**src/rtl/lza_chunk_sched.sv**
```systemverilog
// Chunked LZA detection scheduler: streams a wide n/z/p indicator string through a
// shared narrow detection tree, MSB chunk first, folding the per-chunk flags into full-width flags.
module lza_chunk_sched #(
   parameter int DATA_WIDTH  = 32,
   parameter int CHUNK_WIDTH = 8,
   localparam int NUM_CHUNKS = DATA_WIDTH / CHUNK_WIDTH,
   localparam int IDX_W      = (NUM_CHUNKS > 1) ? $clog2(NUM_CHUNKS) : 1
) (
   input  logic                   clk,
   input  logic                   rst,
   input  logic                   in_valid,
   output logic                   in_ready,
   input  logic [DATA_WIDTH-1:0]  in_n,
   input  logic [DATA_WIDTH-1:0]  in_z,
   input  logic [DATA_WIDTH-1:0]  in_p,
   output logic [CHUNK_WIDTH-1:0] dt_n,
   output logic [CHUNK_WIDTH-1:0] dt_z,
   output logic [CHUNK_WIDTH-1:0] dt_p,
   input  logic                   dt_Z,
   input  logic                   dt_N,
   input  logic                   dt_P,
   input  logic                   dt_Y,
   output logic                   dt_active,
   output logic                   out_valid,
   input  logic                   out_ready,
   output logic                   out_Z,
   output logic                   out_N,
   output logic                   out_P,
   output logic                   out_Y,
   output logic [IDX_W-1:0]       out_first_nz
);

   typedef enum logic [1:0] {S_IDLE, S_RUN, S_DONE} state_t;

   state_t                  state_q, state_d;
   logic [DATA_WIDTH-1:0]   n_sh_q, n_sh_d, z_sh_q, z_sh_d, p_sh_q, p_sh_d;
   logic [IDX_W-1:0]        cnt_q, cnt_d, first_nz_q, first_nz_d;
   logic                    acc_z_q, acc_z_d, acc_n_q, acc_n_d;
   logic                    acc_p_q, acc_p_d, acc_y_q, acc_y_d;
   logic                    last_chunk;

   assign last_chunk = (cnt_q == IDX_W'(NUM_CHUNKS - 1));

   // state register
   always_ff @(posedge clk or posedge rst) begin
      if (rst) state_q <= S_IDLE;
      else     state_q <= state_d;
   end

   // next-state logic
   always_comb begin
      state_d = state_q;
      unique case (state_q)
         S_IDLE: if (in_valid)   state_d = S_RUN;
         S_RUN:  if (last_chunk) state_d = S_DONE;
         S_DONE: if (out_ready)  state_d = S_IDLE;
         default:                state_d = S_IDLE;
      endcase
   end

   // outputs: the tree port is driven only while RUN owns it
   always_comb begin
      in_ready  = (state_q == S_IDLE);
      out_valid = (state_q == S_DONE);
      dt_active = (state_q == S_RUN);
      dt_n      = '0;
      dt_z      = '0;
      dt_p      = '0;
      if (state_q == S_RUN) begin
         dt_n = n_sh_q[DATA_WIDTH-1 -: CHUNK_WIDTH];
         dt_z = z_sh_q[DATA_WIDTH-1 -: CHUNK_WIDTH];
         dt_p = p_sh_q[DATA_WIDTH-1 -: CHUNK_WIDTH];
      end
   end

   assign out_Z        = acc_z_q;
   assign out_N        = acc_n_q;
   assign out_P        = acc_p_q;
   assign out_Y        = acc_y_q;
   assign out_first_nz = first_nz_q;

   always_comb begin
      n_sh_d     = n_sh_q;
      z_sh_d     = z_sh_q;
      p_sh_d     = p_sh_q;
      cnt_d      = cnt_q;
      first_nz_d = first_nz_q;
      acc_z_d    = acc_z_q;
      acc_n_d    = acc_n_q;
      acc_p_d    = acc_p_q;
      acc_y_d    = acc_y_q;
      if (state_q == S_IDLE && in_valid) begin
         n_sh_d     = in_n;
         z_sh_d     = in_z;
         p_sh_d     = in_p;
         cnt_d      = '0;
         first_nz_d = '0;
         acc_z_d    = 1'b1;
         acc_n_d    = 1'b0;
         acc_p_d    = 1'b0;
         acc_y_d    = 1'b0;
      end else if (state_q == S_RUN) begin
         // accumulator is the high (earlier) half, tree response the low half
         acc_z_d = acc_z_q & dt_Z;
         acc_n_d = (acc_z_q & dt_N) | (acc_n_q & dt_Z);
         acc_p_d = acc_p_q | (acc_z_q & dt_P);
         acc_y_d = acc_y_q | (acc_z_q & dt_Y) | (acc_n_q & dt_P);
         if (acc_z_q && !dt_Z) first_nz_d = cnt_q;
         n_sh_d = n_sh_q << CHUNK_WIDTH;
         z_sh_d = z_sh_q << CHUNK_WIDTH;
         p_sh_d = p_sh_q << CHUNK_WIDTH;
         cnt_d  = cnt_q + IDX_W'(1);
      end
   end

   always_ff @(posedge clk or posedge rst) begin
      if (rst) begin
         n_sh_q     <= '0;
         z_sh_q     <= '0;
         p_sh_q     <= '0;
         cnt_q      <= '0;
         first_nz_q <= '0;
         acc_z_q    <= 1'b0;
         acc_n_q    <= 1'b0;
         acc_p_q    <= 1'b0;
         acc_y_q    <= 1'b0;
      end else begin
         n_sh_q     <= n_sh_d;
         z_sh_q     <= z_sh_d;
         p_sh_q     <= p_sh_d;
         cnt_q      <= cnt_d;
         first_nz_q <= first_nz_d;
         acc_z_q    <= acc_z_d;
         acc_n_q    <= acc_n_d;
         acc_p_q    <= acc_p_d;
         acc_y_q    <= acc_y_d;
      end
   end

endmodule

```
**config.mk**
```make
export PLATFORM = sky130hd
export DESIGN_NAME = lza_chunk_sched
export DESIGN_NICKNAME = d
export VERILOG_FILES = /design/src/rtl/lza_chunk_sched.sv
export SDC_FILE = /design/constraint.sdc
export NUM_CORES = 1
export LEC_CHECK = 0
export BUFFER_PORTS_ARGS = -buffer_cell sky130_fd_sc_hd__buf_4
export CAP_MARGIN = 20
export CORE_MARGIN = 3
export CORE_UTILIZATION = 56
export CTS_CLUSTER_DIAMETER = 100
export CTS_CLUSTER_SIZE = 16
export DETAILED_ROUTE_END_ITERATION = 10
export GPL_TIMING_DRIVEN = 0
export PLACE_DENSITY_LB_ADDON = 0.1
export SLEW_MARGIN = 20
export SYNTH_ARGS = -nofsm -noshare
export SYNTH_HDL_FRONTEND = slang
export SYNTH_SLANG_ARGS = --single-unit
```
**constraint.sdc**
```tcl
create_clock -name clk -period 5.6 [get_ports clk]
set_input_delay 0.56 -clock clk [delete_from_list [all_inputs] [get_ports clk]]
set_output_delay 0.56 -clock clk [all_outputs]
set_load 0.01 [all_outputs]
```
==> results.yml, run 1 <==
run_status:
  status: "complete, no violations"
detailed_routing:
  ant_nets: 0
  routed-wl-met3_um: 925
  wl_per_cell_um: 16.8
  wl_met2_um: 6210
  drc_errors: 0
  wirelength_um: 12500
  via_per_inst: 5.42
  vias: 4047
  dr.pass1.iters: 5
  wl_met1_um: 5160
  routed.top_layer: "met4"
  drt-initial-drc-count: 155
sta:
  maxSlewHeadroom_pct: 68.2
  period_share_pct: 44.5
  layout_min_cycle_time_ns: 2.49
  worst_pin_slew_ns: 0.477
  hold_viol: 0
  fin_skew_ns: 0.0155
  rsz0062_at_grt: "no"
  setup_viol: 0
  fmax_ghz: 0.401
  tns_ns: 0
  maxSlewViolCount: 0
global_routing:
  grt_usage_pct: 25.9
  antenna_found_initial: 0
  grt_pass1_wl_um: 20300
  grt_max_degree: 62
  grt_pass1_vias: 4059
  grt-ovfl-total: 0
clock_tree:
  postCtsHoldBufs: 0
  post_cts_resize_count: 0
  htree_levels: 3
  cts_tree: "done"
  numCtsBuffers: 9
  insertion_delay_ns: 0.37
  clk_pin_slew_ns: 0.11
  cts_sinks: 106
  cts_root_buffer: "clkbuf_8"
  clk_path_buf_depth: 2
  cts_setup_buffers: 0
placed_design:
  dp_hpwl_um: 9050
  gp_congestion: 0.837
  port_buffers: 136
  dpl.cell_count: 731
  dpl-instance-area_sq_um: 6120
critical_path:
  required_ns: 5.04
  arrival_ns: 1.93
  crit_chain: "nand2b_1 -> inv_2 -> buf_6 -> buf_2 -> and2_1 -> buf_4"
  cp_top_family: "buffers and inverters"
  timing.critical_path.buf_inv: 4
  critPathMaxFanout: 10
  critical_path_cell_count: 6
  cp-end-kind: "primary output"
  worstSetupStartpointType: "register"
  slowest_stage: "dfrtp_1"
  critical_path_class: "register to primary output"
  worst-r2r-cell-count: 6
  cpPeakStageDelay_ns: 0.47
final_layout:
  antenna_cells: 0
  design_area_sq_um: 6330
  stdcell_count: 747
  final_common_cell: "nand2_1"
  drive_above_1_share_pct: 38.8
  nets: 742
  area_growth_pct: 28.3
  final_cell_mix: "196 x nand2_1, 142 x buf_4, 106 x dfrtp_1"
floorplan:
  rows: 33
  coreArea_sq_um: 8380
  die-area_sq_um: 9980
  die_h_um: 99.9
  io_pins: 137
  dieWidth_um: 99.9
  start_util_pct: 58.9
power_and_ir_drop:
  leakage_nw: 3.29
  power_mw: 3.34
  power_density_nw_per_um2: 527
  ir_drop_v: 0.000248
job:
  drv_cap: 0
yosys:
  yosysSeqAreaShare_pct: 53.7
  ys.warnings.count: 0
  synth_top_cell_by_area: "dfrtp_1"
  synth_top_area_share_pct: 53.7
  synth_cell_types: 27
  netlist_area_sq_um: 4940
  yosys-top-cells-area: "dfrtp_1 54%, a22oi_2 15%, nand2_1 15%"
  synthesis.nets: 594
  synth_cells: 489
  avgSynthCellArea_sq_um: 10.1
  ys_seq_elements: 106
min_path:
  worstHoldPathType: "primary input to async pin"
[cells by family after synthesis]
kind of cell | after synthesis | share of synthesized area, %
buffers and inverters | 40 | 5.32
AND/OR/NAND/NOR | 258 | 22.1
flip-flops | 106 | 53.7
adder cells (fa/ha/maj) | 1 | 0.253
AO/OA/AOI/OAI | 82 | 18.2
multiplexers | 2 | 0.405
[sequential cells by signal, summed over array words and instances (netlist names)]
register and flops:
n_sh_q 32, out_P 1, out_Z 1, cnt_q 2, state_q 2, p_sh_q 32
out_Y 1, out_N 1, out_first_nz 2, z_sh_q 32
[layer usage]
metal | track usage [%] | vias up
met5 | 0 | -
met4 | 8.09 | 0
met3 | 5.77 | 20
met2 | 42.9 | 178
met1 | 34.2 | 1918
li1 | - | 1931
[per-stage QoR]
stage / utilization, % / setup WS, ns / hold slack [ns]
finish: 75.6 / 3.11 / 0.186
global route: 75.6 / 2.99 / 0.201
CTS: 75.6 / 3.08 / 0.197
detailed placement: 73.0 / 3.50 / 0.455
global placement: 72.7 / 1.10 / 0.450
floorplan: - / 2.25 / 0.437
[cell usage after synthesis]
library cell  number
a22o_1             1
a22oi_1           12
a22oi_2           60
a31oi_1            1
and2_1            24
and3b_1            1
and4bb_2           1
buf_1              1
buf_2             17
buf_4              6
buf_6              9
clkbuf_1           2
clkbuf_2           1
dfrtp_1          106
ha_1               1
inv_1              3
inv_2              1
mux2i_1            2
nand2_1          196
nand2b_1           1
nand3_1           28
nor2_1             4
nor2b_1            1
nor3b_1            1
o21ai_0            7
o21bai_1           1
or3b_1             1
[path summary, 6_finish.rpt]
check	slack (ns)	start	endpoint
worst max-delay path	3.11	state_q[1]	dt_n[1]
worst min-delay path	0.19	rst	p_sh_q[22]
worst max register to register	4.08	state_q[1]	out_Y
worst min register to register	0.48	n_sh_q[31]	n_sh_q[31]
max in group asynchronous	4.77	rst	n_sh_q[25]
min in group clk	0.37	in_z[3]	z_sh_q[3]
[layout make-up]
cell class,count,area (sq um)
Tap cell,105,131
Clock buffer,11,151
Fill cell,603,2050
Clock inverter,5,60.1
Timing Repair Buffer,137,1050
Multi-Input combinational cell,343,2020
Sequential cell,106,2650
Inverter,4,20.0
Buffer,36,248
[report_power, final]
part | internal [mW] | switching, mW
Sequential | 1.08 | 0.220
Combinational | 0.669 | 0.870
Clock | 0.234 | 0.264
Total | 1.99 | 1.35
Power figures use the tool's default switching activity.
==> run 2: changes to the inputs <==
- CORE_UTILIZATION: 56 -> 47
- clock period: 5.6 -> 2.2 ns (I/O delays scaled with it)
==> run 2 against run 1 <==
Compared with the run above: final area grew 0.91%; non-clock buffer count rose by 3; critical path depth did not move; first-iteration DRC count up 41%; count of clock-buffer cells in the layout is the same; worst hold slack worse by 0.15 ns; routed wire length decreased by 0.67%; combinational power rose to 2.5 times the previous value; clock skew down 0.0049 ns; register-to-register slack got worse by 3.4 ns; critical endpoint is now dt_z[2]; largest cell class unchanged; largest power group unchanged; highest routed layer unchanged.
==> results.yml, run 2 (synthesized netlist as in run 1, its figures left out) <==
final_layout:
  fillCellCount: 857
  nets: 745
  stdcell_count: 777
  final_common_cell: "nand2_1"
  drive_above_1_share_pct: 38.8
  design_area_sq_um: 6390
  multi_input_area_sq_um: 2020
  area_growth_pct: 29.4
  final_cell_mix: "196 x nand2_1, 143 x buf_4, 105 x dfrtp_1"
  antenna_cells: 0
  top_regs: "n_sh_q: 32 flops, p_sh_q: 32 flops, z_sh_q: 32 flops"
  seqCellArea_sq_um: 2650
critical_path:
  critical_path_class: "register to primary output"
  cp-endpoint: "dt_z[2]"
  worstSetupStartpointType: "register"
  worst-r2r-cell-count: 5
  cp-end-kind: "primary output"
  crit_start: "state_q[1]"
  reg2reg_from: "state_q[1]"
  regToRegEndpoint: "n_sh_q[29]"
  required_ns: 1.98
  critPathMaxFanout: 10
  arrival_ns: 1.85
  rrSetupSlack_ns: 0.64
sta:
  layout_min_cycle_time_ns: 2.07
  fmax_ghz: 0.482
  worst_pin_slew_ns: 0.618
  period_share_pct: 94.3
  maxSlewHeadroom_pct: 58.7
  maxSlewViolCount: 0
  setup_viol: 0
  fin_skew_ns: 0.0106
  hold_viol: 0
  rsz0062_at_grt: "no"
placed_design:
  dp_hpwl_um: 9260
  port_buffers: 136
  dpl-instance-area_sq_um: 6190
  gp_congestion: 0.857
  dpl.cell_count: 761
power_and_ir_drop:
  leakage_nw: 3.29
  ir_drop_v: 0.000551
  power_density_nw_per_um2: 1310
floorplan:
  die_h_um: 108
  die-area_sq_um: 11800
  dieWidth_um: 108
  start_util_pct: 49.4
  rows: 36
  coreArea_sq_um: 10000
  io_pins: 137
clock_tree:
  numCtsBuffers: 9
  cts_tree: "done"
  clk_path_buf_depth: 2
  clk_pin_slew_ns: 0.10
  insertion_delay_ns: 0.37
  htree_levels: 3
  cts_root_buffer: "clkbuf_8"
  cts_sinks: 106
  cts_setup_buffers: 0
detailed_routing:
  wirelength_um: 12500
  via_per_inst: 5.19
  drc_errors: 0
  ant_nets: 0
  vias: 4034
  drt-initial-drc-count: 218
  dr.pass1.iters: 5
  wl_per_cell_um: 16.0
min_path:
  worstHoldPathType: "primary input to register"
global_routing:
  grt_pass1_wl_um: 19800
  grt_usage_pct: 21.6
  antenna_found_initial: 0
  grt-ovfl-total: 0
  grt_max_degree: 30
  grt_pass1_vias: 3983
run_status:
  status: "complete, no violations"
job:
  drv_cap: 0
==> run 2: changes by cell type in the layout (fill, tap and decap cells not counted), moves of 2 or more <==
| cell | before | now |
|---|---|---|
| inv_6 | 3 | 0 |
| buf_12 | 0 | 3 |
| clkinvlp_4 | 1 | 3 |
| clkbuf_8 | 11 | 9 |
==> run 2: timing repair <==
item | CTS | global route
endpoints found under the setup margin | 0 | 24
hold buffers | 1 | 0
endpoints found under the hold margin | 25 | 0
gates resized for setup | 0 | 7
==> run 2: metrics by stage <==
step	utilization (%)	power [mW]	hold slack, ns	TNS [ns]	setup slack, ns
global placement	61.3	7.14	0.413	-1.74	-0.0212
CTS	63.8	8.45	0.0209	0	0.0357
floorplan	-	5.91	0.325	0	0.706
global route	63.9	9.04	0.0381	0	0.00369
finish	63.9	8.39	0.0390	0	0.125
detailed placement	61.9	7.26	0.335	0	0.457
==> run 2: per-layer routing <==
metal	global-route usage (%)	wire length, um	vias to the layer above	part of all wire (%)
li1	-	-	1938	-
met1	30.0	5640	1965	45
met2	35.4	6030	119	48
met3	3.04	614	12	4.9
met4	6.40	162	0	1.3
met5	0	0	-	0
==> run 2: power breakdown <==
| group | switching, mW | internal (mW) |
|---|---|---|
| clock network | 0.662 | 0.524 |
| registers | 0.534 | 2.76 |
| logic | 2.19 | 1.73 |
| total | 3.38 | 5.01 |
==> run 2: area by class of cell <==
class / instances / share of cell area, %
sequential: 106 / 41.5
multi-input combinational: 343 / 31.6
clock buffer: 11 / 2.06
clock inverter: 4 / 0.842
buffer: 36 / 3.97
timing repair buffer: 140 / 17.1
inverter: 4 / 0.294
tap: 133 / 2.60
==> run 2: worst max-delay path: stages (launching register included) <==
cell and delay, ns:
dfrtp_2 0.47, nand2b_1 0.22, inv_2 0.11, buf_6 0.17, clkbuf_4 0.23, and2_1 0.16
buf_4 0.12
==> run 2: how the worst min path moves through the flow <==
stage / endpoint / cells past startpoint / startpoint
2_1_floorplan: n_sh_q[0] / 2 / in_n[0]
3_3_place_gp: z_sh_q[4] / 3 / in_z[4]
3_5_place_dp: out_Y / 2 / rst
4_1_cts: p_sh_q[6] / 3 / in_p[6]
5_1_grt: z_sh_q[0] / 3 / in_z[0]
6_report: p_sh_q[6] / 3 / in_p[6]
